### src/rtl/emu_osc_dt_gen.sv
// Emulated-oscillator timestep requester: asks the arbiter for the time left to the next modelled clock edge
// and toggles the modelled clock when the grant reaches it. Optional edge counter: EMU_OSC_EDGE_CNT_EN.
module emu_osc_dt_gen #(
  parameter int                      width  = 32,
  parameter logic signed [width-1:0] dt_max = {1'b0, {(width-1){1'b1}}}
) (
  input  logic                    emu_clk,
  input  logic                    emu_rst,
  input  logic                    en,
  input  logic signed [width-1:0] t_lo,
  input  logic signed [width-1:0] t_hi,
  input  logic signed [width-1:0] emu_dt,
  output logic signed [width-1:0] dt_req,
`ifdef EMU_OSC_EDGE_CNT_EN
  output logic [31:0]             edge_cnt,
`endif
  output logic                    clk_val,
  output logic                    cke_rise,
  output logic                    cke_fall,
  output logic                    overshoot
);

  typedef enum logic {LOW = 1'b0, HIGH = 1'b1} state_t;

  localparam logic signed [width-1:0] ONE = {{(width-1){1'b0}}, 1'b1};

  state_t                  state_q, state_d;
  logic signed [width-1:0] t_rem_q, t_rem_d;
  logic                    ovs_q, ovs_d;
  logic                    rise_q, rise_d;
  logic                    fall_q, fall_d;

  // Non-positive durations become 1 so the emulator can never stall on a zero timestep.
  function automatic logic signed [width-1:0] clamp(input logic signed [width-1:0] v);
    return (v > 0) ? v : ONE;
  endfunction

  always_comb begin
    state_d = state_q;
    t_rem_d = t_rem_q;
    ovs_d   = ovs_q;
    rise_d  = 1'b0;
    fall_d  = 1'b0;
    if (en && emu_dt > 0) begin
      if (emu_dt < t_rem_q) begin
        t_rem_d = t_rem_q - emu_dt;
      end else begin
        // Excess beyond the edge is dropped; the new phase starts full length.
        if (emu_dt > t_rem_q) ovs_d = 1'b1;
        if (state_q == LOW) begin
          state_d = HIGH;
          t_rem_d = clamp(t_hi);
          rise_d  = 1'b1;
        end else begin
          state_d = LOW;
          t_rem_d = clamp(t_lo);
          fall_d  = 1'b1;
        end
      end
    end
  end

  always_ff @(posedge emu_clk) begin
    if (emu_rst) begin
      state_q <= LOW;
      t_rem_q <= clamp(t_lo);
      ovs_q   <= 1'b0;
      rise_q  <= 1'b0;
      fall_q  <= 1'b0;
    end else begin
      state_q <= state_d;
      t_rem_q <= t_rem_d;
      ovs_q   <= ovs_d;
      rise_q  <= rise_d;
      fall_q  <= fall_d;
    end
  end

`ifdef EMU_OSC_EDGE_CNT_EN
  always_ff @(posedge emu_clk) begin
    if (emu_rst)              edge_cnt <= '0;
    else if (rise_d | fall_d) edge_cnt <= edge_cnt + 32'd1;
  end
`endif

  assign dt_req    = en ? t_rem_q : dt_max;
  assign clk_val   = (state_q == HIGH);
  assign cke_rise  = rise_q;
  assign cke_fall  = fall_q;
  assign overshoot = ovs_q;

endmodule

### config.mk
export PLATFORM = sky130hd
export DESIGN_NAME = emu_osc_dt_gen
export DESIGN_NICKNAME = d
export VERILOG_FILES = /design/src/rtl/emu_osc_dt_gen.sv
export SDC_FILE = /design/constraint.sdc
export NUM_CORES = 1
export LEC_CHECK = 0
export BUFFER_PORTS_ARGS = -buffer_cell sky130_fd_sc_hd__buf_4
export CORE_MARGIN = 4
export CORE_UTILIZATION = 35
export CTS_BUF_LIST = sky130_fd_sc_hd__clkbuf_4 sky130_fd_sc_hd__clkbuf_8
export DETAILED_ROUTE_END_ITERATION = 8
export GPL_TIMING_DRIVEN = 1
export PLACE_DENSITY_LB_ADDON = 0.12
export SKIP_LAST_GASP = 1
export SYNTH_ARGS = -nofsm -noshare
export SYNTH_HDL_FRONTEND = slang
export SYNTH_SLANG_ARGS = --single-unit
### constraint.sdc
create_clock -name emu_clk -period 3.1 [get_ports emu_clk]
set_input_delay 0.62 -clock emu_clk [delete_from_list [all_inputs] [get_ports emu_clk]]
set_output_delay 0.62 -clock emu_clk [all_outputs]
set_load 0.02 [all_outputs]
==> results.json, run 1 <==
{
  "core_um2": 12110,
  "numCtsBuffers": 5,
  "p_switching_mw": 1.845,
  "crit_type": "reg -> reg",
  "r2r_start": "t_rem_q[21]",
  "firstDrtPassIters": 5,
  "drive_above_1_share": 0.4137,
  "start_util": 0.3616,
  "reg2reg_to": "t_rem_q[25]",
  "ant_nets": 0,
  "async_flop_share": 0,
  "total_power_mw": 4.219,
  "p_comb_frac": 0.718,
  "cts_sinks": 36,
  "cp.required_ns": 3.13,
  "wirelength_um": 17800,
  "swShare": 0.4373,
  "p_int_mw": 2.374,
  "syn2layout_area_growth_pct": 50.00,
  "cts_tree": "built",
  "yosysMostFrequentCell": "nand2_1",
  "slowest_stage": "edfxtp_1",
  "outcome": "complete, no violations",
  "synthCells": 537,
  "synthesis.nets": 669,
  "cts_root_buffer": "clkbuf_8",
  "yosysWarnings": 0,
  "vias": 5161,
  "syn_area_um2": 4379,
  "hold_buffers": 0,
  "period_minus_slack_ns": 3.047,
  "dpl.cell_count": 930,
  "grt_pass1_vias": 5302,
  "powerDensity_nw_per_um2": 642.3,
  "synth-seq-cells": 36,
  "place_hpwl_um": 14720,
  "grt_pass1_wl_um": 28390,
  "final_nets": 902,
  "finalSetupViolCount": 0,
  "finalMaxSlewViolations": 0,
  "clockPowerShare": 0.085,
  "synth_flop_cell": "edfxtp_1",
  "post-route-period-util": 0.9830,
  "fmax_ghz": 0.3282,
  "path_clk_slew_ns": 0.07,
  "seqPwrFrac": 0.196,
  "end_kind": "flop",
  "cts_htree_levels": 2,
  "path_depth": 10,
  "io_buffers": 134,
  "drt_iter0_drc": 337,
  "antennaDiodeCount": 0,
  "ys_types": 70,
  "seq_area_frac_synth": 0.2377,
  "synth_top_area_cell": "edfxtp_1",
  "dieHeight_um": 119.9,
  "crit_family": "simple AND/OR/NAND/NOR gates",
  "clock_latency_ns": 0.30,
  "gp_congestion": 0.9799,
  "grt_max_degree": 34,
  "multi_input_area_um2": 3132,
  "synth_area_leaders": "edfxtp_1, ha_1, nand2_1, nand2b_1, a21oi_1",
  "max_slew_margin": 0.5057,
  "synth_area_per_cell_um2": 8.155,
  "ios": 135,
  "crit_end": "t_rem_q[25]",
  "worst_ep_arrival_time_ns": 3.08,
  "final_util": 0.5424,
  "worst_slew_pin_slew_ns": 0.7387,
  "fillers": 1195,
  "die_x_um": 119.9,
  "worstSetupStartpoint": "t_rem_q[21]",
  "max_stage_delay_ns": 0.45,
  "cellLeakagePower_nw": 3.026,
  "synth_edf_count": 32,
  "via_per_inst": 5.496,
  "final_cells": 939,
  "hold_violations": 0,
  "drc": 0,
  "crit_path_max_fanout": 6,
  "overflow": 0,
  "rr_worst_depth": 10,
  "rows": 40,
  "grt_setup_unrepaired": "yes",
  "synth_top_area_frac": 0.2194,
  "synth_common_cells": "nand2_1, inv_1, nor2_1",
  "worstHoldPathType": "reg -> reg",
  "finClkSkew_ns": 0.01172,
  "seq_area_um2": 1041,
  "grt_usage": 0.2462,
  "start_kind": "flop",
  "path_buf_inv": 3,
  "maxCapViolCount": 0,
  "grt_antenna_before_repair": 0,
  "die_area_um2": 14370,
  "ff2ff_setup_slack_ns": 0.05,
  "path_cells": "ha_1 -> nand4_1 -> or3_4 -> nor4_4 -> buf_4 -> nand4_1 -> inv_2 -> nor3_4 -> buf_4 -> a221o_1",
  "avgRoutedWirePerCell_um": 18.96,
  "cts.path.max_buffers": 2,
  "vdd_ir_drop_max_uv": 204.2
}
[logic make-up (layout without fill, tap and decap cells)]
group	Yosys count	after routing	synth area share
compound gates	147	147	0.2586
xor+xnor	29	29	0.05800
fa+ha+maj	33	33	0.09600
buf+inv	68	302	0.08400
flops	36	36	0.2377
mux	1	1	0.002286
simple gates	223	223	0.2634
[power by group through the flow]
| stage | clock network (mW) | registers [mW] | logic, mW |
|---|---|---|---|
| 2_1_floorplan | 0 | 0.776 | 1.70 |
| 3_3_place_gp | 0 | 0.830 | 2.86 |
| 3_5_place_dp | 0 | 0.830 | 2.88 |
| 4_1_cts | 0.362 | 0.820 | 2.91 |
| 5_1_grt | 0.391 | 0.838 | 3.29 |
| 6_report | 0.360 | 0.828 | 3.03 |
[flip-flops by register name, summed over array words and instances, names as in the netlist]
signal	cells
t_rem_q	32
cke_rise	1
overshoot	1
cke_fall	1
clk_val	1
[placed cells by master (no fill, tap or decap), types with 19 or more instances in the layout]
master and instances:
buf_4 248, nand2_1 63, inv_1 40, nor2_1 40, edfxtp_1 32, a21oi_1 31
nand2b_1 31, ha_1 30, nor4_1 24, xor2_1 19
[area by class of cell]
| class | count | area share |
|---|---|---|
| Inverter | 41 | 0.02343 |
| Sequential cell | 36 | 0.1585 |
| Tap cell | 168 | 0.03200 |
| Clock inverter | 1 | 0.0005714 |
| Timing Repair Buffer | 253 | 0.2960 |
| Multi-Input combinational cell | 433 | 0.4768 |
| Clock buffer | 7 | 0.01276 |
[metrics by stage]
| stage | setup slack, ns | cell area, um2 | TNS [ns] | hold WS, ns |
|---|---|---|---|---|
| 2_1_floorplan | 0.003246 | 4389 | 0 | 0.5529 |
| 3_3_place_gp | -0.3139 | 6319 | -6.663 | 0.4600 |
| 3_5_place_dp | -0.3544 | 6319 | -8.461 | 0.4649 |
| 4_1_cts | 0.007781 | 6419 | 0 | 0.4816 |
| 5_1_grt | -0.1134 | 6569 | -0.5161 | 0.5131 |
| 6_report | 0.05285 | 6569 | 0 | 0.4735 |
[worst reg2reg max path: stages (launching register included)]
cell      delay, ns
edfxtp_1       0.45
ha_1           0.34
nand4_1        0.13
or3_4          0.43
nor4_4         0.32
buf_4          0.16
nand4_1        0.23
inv_2          0.20
nor3_4         0.08
buf_4          0.14
a221o_1        0.32
[worst min-delay path by stage]
stage	slack (ns)	startpoint	end	cells after the start
detailed placement	0.46	overshoot	overshoot	2
floorplan	0.55	overshoot	overshoot	2
global route	0.51	overshoot	overshoot	2
finish	0.47	overshoot	overshoot	2
CTS	0.48	overshoot	overshoot	2
global placement	0.46	overshoot	overshoot	2
[per-layer routing]
metal | GRT usage | part of all wire | up-vias
met2 | 0.4163 | 0.48 | 221
met5 | 0 | 0 | -
met4 | 0.06371 | 0.019 | 0
li1 | - | - | 2464
met1 | 0.3308 | 0.44 | 2447
met3 | 0.03393 | 0.061 | 29
[repair_timing]
item | in CTS | in global routing
resized for setup | 2 | 26
buffers inserted | 0 | 1
setup endpoints to repair | 18 | 32
endpoints found under the hold margin | 0 | 0
pin swaps | 0 | 9
No activity file was read; power rests on OpenSTA's default activity.
==> inputs of run 2 (changes only) <==
Settings changed: SETUP_SLACK_MARGIN set to 0.4.
==> results.json, run 2 (synthesis results as in run 1) <==
{
  "avgRoutedWirePerCell_um": 18.58,
  "ff2ff_setup_slack_ns": 0.14,
  "powerDensity_nw_per_um2": 645.8,
  "cts_tree": "built",
  "core_um2": 12110,
  "grt_max_degree": 34,
  "top_register": "t_rem_q",
  "reg2reg_to": "t_rem_q[27]",
  "via_per_inst": 5.305,
  "grt_setup_unrepaired": "yes",
  "numCtsBuffers": 5,
  "worstHoldPathType": "reg -> reg",
  "finClkSkew_ns": 0.01033,
  "drive_above_1_share": 0.4430,
  "maxCapViolCount": 0,
  "r2r_start": "t_rem_q[20]",
  "place_area_um2": 6326,
  "syn2layout_area_growth_pct": 56.20,
  "die_area_um2": 14370,
  "period_minus_slack_ns": 2.957,
  "firstDrtPassIters": 5,
  "path_clk_slew_ns": 0.09,
  "vdd_ir_drop_max_uv": 251.7,
  "gp_congestion": 0.8916,
  "cellLeakagePower_nw": 3.043,
  "place_ws_ns": -0.2106,
  "fmax_ghz": 0.3381,
  "crit_type": "reg -> reg",
  "mostFrequentLayoutCell": "buf_4",
  "finalMaxSlewViolations": 0,
  "start_util": 0.3616,
  "wirelength_um": 17300,
  "rr_worst_depth": 8,
  "cts_htree_levels": 2,
  "antennaDiodeCount": 0,
  "cts_sinks": 36,
  "hold_depth": 2,
  "final_nets": 894,
  "end_kind": "flop",
  "cts_root_buffer": "clkbuf_8",
  "post-route-period-util": 0.9540,
  "cp.required_ns": 3.17,
  "grt_pass1_wl_um": 27120,
  "grt_usage": 0.2373,
  "drt_iter0_drc": 284,
  "hold_violations": 0,
  "largest_reg_flops": 32,
  "vias": 4939,
  "dieHeight_um": 119.9,
  "fin_area_um2": 6840,
  "rows": 40,
  "ant_nets": 0,
  "finalSetupViolCount": 0,
  "ios": 135,
  "clock_latency_ns": 0.31,
  "die_x_um": 119.9,
  "io_buffers": 134,
  "layout_setup_ws_ns": 0.1427,
  "min_to": "overshoot",
  "holdCritStartpoint": "overshoot",
  "cts.path.max_buffers": 2,
  "drc": 0,
  "start_kind": "flop",
  "outcome": "complete, no violations",
  "overflow": 0,
  "grt_antenna_before_repair": 0,
  "grt_pass1_vias": 5214,
  "max_slew_margin": 0.4117,
  "crit_path_max_fanout": 8,
  "worst_slew_pin_slew_ns": 0.8792,
  "worst_ep_arrival_time_ns": 3.03,
  "final_cell_mix": "buf_4, nand2_1, nor2_1",
  "place_hpwl_um": 14330
}
[run 2: changes by cell type in the layout (fill, tap and decap cells not counted), moves of 4 or more]
cell | before | now
a221oi_4 | 0 | 7
a221oi_1 | 8 | 0
a21oi_2 | 3 | 9
a21oi_1 | 31 | 25
ha_1 | 30 | 26
inv_1 | 40 | 36
buf_4 | 248 | 234
buf_6 | 2 | 8
ha_4 | 2 | 6
[run 2: worst max-delay path, stage by stage (launching register included)]
cell	delay (ns)
edfxtp_1	0.46
ha_4	0.31
nand4_1	0.12
or3_4	0.46
or3_4	0.36
o22a_4	0.25
o211a_4	0.29
a22o_1	0.21
a221o_1	0.25
[run 2: cell type report]
cell class                 count  area, um2
clock inverter                 3      42.54
clock buffer                   5      68.82
sequential                    36       1041
inverter                      41      163.9
timing repair buffer         245       1902
tap                          168      210.2
fill                        1183       5271
multi-input combinational    433       3412
[run 2: per-layer routing]
layer,vias to the layer above,GRT usage,part of all wire
met5,-,0,0
met1,2302,0.2979,0.43
met2,156,0.4191,0.50
met3,26,0.03440,0.050
li1,2455,-,-
met4,0,0.07373,0.023
[run 2: how the worst max path moves through the flow]
stage / startpoint / end / slack (ns) / depth (start not counted)
floorplan: emu_dt[20] / t_rem_q[27] / 0.06 / 10
global placement: emu_dt[22] / t_rem_q[3] / -0.26 / 11
detailed placement: emu_dt[0] / t_rem_q[27] / -0.21 / 13
CTS: t_rem_q[20] / t_rem_q[27] / 0.17 / 9
global route: t_rem_q[0] / t_rem_q[27] / 0.03 / 13
finish: t_rem_q[20] / t_rem_q[27] / 0.14 / 8
[run 2: report_power, final]
group,internal [mW],total [mW],switching (mW),leakage (nW)
clock network,0.238,0.447,0.208,0.0541
registers,0.718,0.810,0.0919,0.358
logic,1.56,3.16,1.60,2.63
[run 2: repair_timing]
action                                  CTS  global route
endpoints found under the setup margin   33            36
setup buffers                             7             1
pin swaps                                29            12
hold buffers                              0             0
gates resized for setup                  48            13
[run 2: through the flow]
stage / util / power [mW] / TNS, ns / std cells / hold slack (ns)
global placement: 0.5223 / 3.637 / -3.192 / 915 / 0.4599
floorplan: - / 2.569 / 0 / 537 / 0.5529
global route: 0.5648 / 4.714 / 0 / 931 / 0.5168
finish: 0.5648 / 4.418 / 0 / 931 / 0.4880
detailed placement: 0.5223 / 3.643 / -3.760 / 915 / 0.4701
CTS: 0.5589 / 4.356 / 0 / 930 / 0.4929
==> inputs of run 3 (changes only) <==
Settings changed: SETUP_SLACK_MARGIN 0.4 to 0.1.
==> results.json, run 3 (synthesis results as in run 1) <==
{
  "outcome": "complete, no violations",
  "grt_pass1_vias": 5206,
  "grt_pass1_wl_um": 27460,
  "start_kind": "flop",
  "cp_common_cell": "or3_4",
  "final_nets": 913,
  "crit_family": "compound AO/OA/AOI/OAI gates",
  "firstDrtPassIters": 6,
  "powerDensity_nw_per_um2": 636.2,
  "via_per_inst": 5.369,
  "final_cell_mix": "buf_4, nand2_1, nor2_1",
  "start_util": 0.3616,
  "die_area_um2": 14370,
  "worst_ep_arrival_time_ns": 3.08,
  "place_area_um2": 6427,
  "vias": 5101,
  "max_stage_delay_ns": 0.46,
  "grt_usage": 0.2426,
  "antennaDiodeCount": 0,
  "mostFrequentLayoutCell": "buf_4",
  "crit_type": "reg -> reg",
  "wirelength_um": 17700,
  "finClkSkew_ns": 0.007980,
  "largest_reg_flops": 32,
  "numCtsBuffers": 5,
  "worst_slew_pin_slew_ns": 0.9394,
  "ant_nets": 0,
  "path_depth": 9,
  "drt_iter0_drc": 329,
  "finalMaxSlewViolations": 0,
  "hold_violations": 0,
  "syn2layout_area_growth_pct": 57.31,
  "path_clk_slew_ns": 0.08,
  "path_buf_inv": 1,
  "rr_worst_depth": 9,
  "period_minus_slack_ns": 3.007,
  "worstHoldPathType": "reg -> reg",
  "fmax_ghz": 0.3326,
  "drc": 0,
  "top_register": "t_rem_q",
  "cts_tree": "built",
  "ios": 135,
  "grt_antenna_before_repair": 0,
  "final_util": 0.5688,
  "cts_sinks": 36,
  "maxCapViolCount": 0,
  "gp_congestion": 0.9198,
  "hold_depth": 2,
  "dieHeight_um": 119.9,
  "place_hpwl_um": 14620,
  "post-route-period-util": 0.9700,
  "max_slew_margin": 0.3714,
  "finalSetupViolCount": 0,
  "cts.path.max_buffers": 2,
  "cts_htree_levels": 2,
  "core_um2": 12110,
  "die_x_um": 119.9,
  "cp.required_ns": 3.17,
  "path_cells": "ha_4 -> nand4_1 -> or3_4 -> or3_4 -> o22a_4 -> buf_4 -> o211a_4 -> a22o_1 -> a221o_1",
  "rows": 40,
  "drive_above_1_share": 0.4540,
  "overflow": 0,
  "fillers": 1157,
  "avgRoutedWirePerCell_um": 18.63,
  "grt_setup_unrepaired": "yes",
  "clock_latency_ns": 0.31,
  "cellLeakagePower_nw": 3.113,
  "grt_max_degree": 34,
  "end_kind": "flop",
  "vdd_ir_drop_max_uv": 235.0,
  "slowest_stage": "or3_4",
  "io_buffers": 134,
  "crit_path_max_fanout": 6,
  "fin_area_um2": 6889,
  "cts_root_buffer": "clkbuf_8",
  "ff2ff_setup_slack_ns": 0.09
}
run 3: power by group:
group          internal (mW)  total, mW  switching (mW)  leakage [nW]
clock network          0.157      0.371           0.213        0.0479
registers              0.717      0.805          0.0880         0.358
logic                   1.60       3.21            1.61          2.71
run 3: metal layers:
| metal | part of all wire | track usage |
|---|---|---|
| met1 | 0.42 | 0.3118 |
| met2 | 0.51 | 0.4294 |
| met3 | 0.050 | 0.02733 |
| met4 | 0.022 | 0.06800 |
| met5 | 0 | 0 |
run 3: area by class of cell:
cell class	count	area, um2	share of cell area
clock buffers	5	68.82	0.009989
clock inverters	3	18.77	0.002724
inverters	41	163.9	0.02379
multi-input cells	433	3336	0.4842
flip-flops and latches	36	1041	0.1511
well taps	168	210.2	0.03051
repair buffers	264	2051	0.2977
run 3: final timing paths:
kind / from / endpoint
worst max-delay path: t_rem_q[21] / t_rem_q[27]
worst min-delay path: overshoot / overshoot
worst max register to register: t_rem_q[21] / t_rem_q[27]
worst min register to register: overshoot / overshoot
run 3: worst register-to-register path: stages, from the launching register on:
cell and delay, ns:
edfxtp_1 0.44, ha_4 0.29, nand4_1 0.13, or3_4 0.46
or3_4 0.36, o22a_4 0.22, buf_4 0.14, o211a_4 0.26
a22o_1 0.22, a221o_1 0.25
run 3: timing repair:
item,CTS,global route
pin swaps,4,26
setup endpoints to repair,20,31
setup buffers,2,7
gates resized for setup,12,44
hold buffers,0,0
run 3: stage by stage:
stage	power, mW	hold WS [ns]	setup TNS, ns	std cells	worst slack [ns]
CTS	4.175	0.4854	0	944	0.1053
floorplan	2.531	0.5529	0	537	0.05620
global route	4.683	0.5106	0	950	0.006003
detailed placement	3.712	0.4652	-5.501	934	-0.2735
finish	4.383	0.4951	0	950	0.09293
global placement	3.698	0.4600	-4.374	934	-0.3167
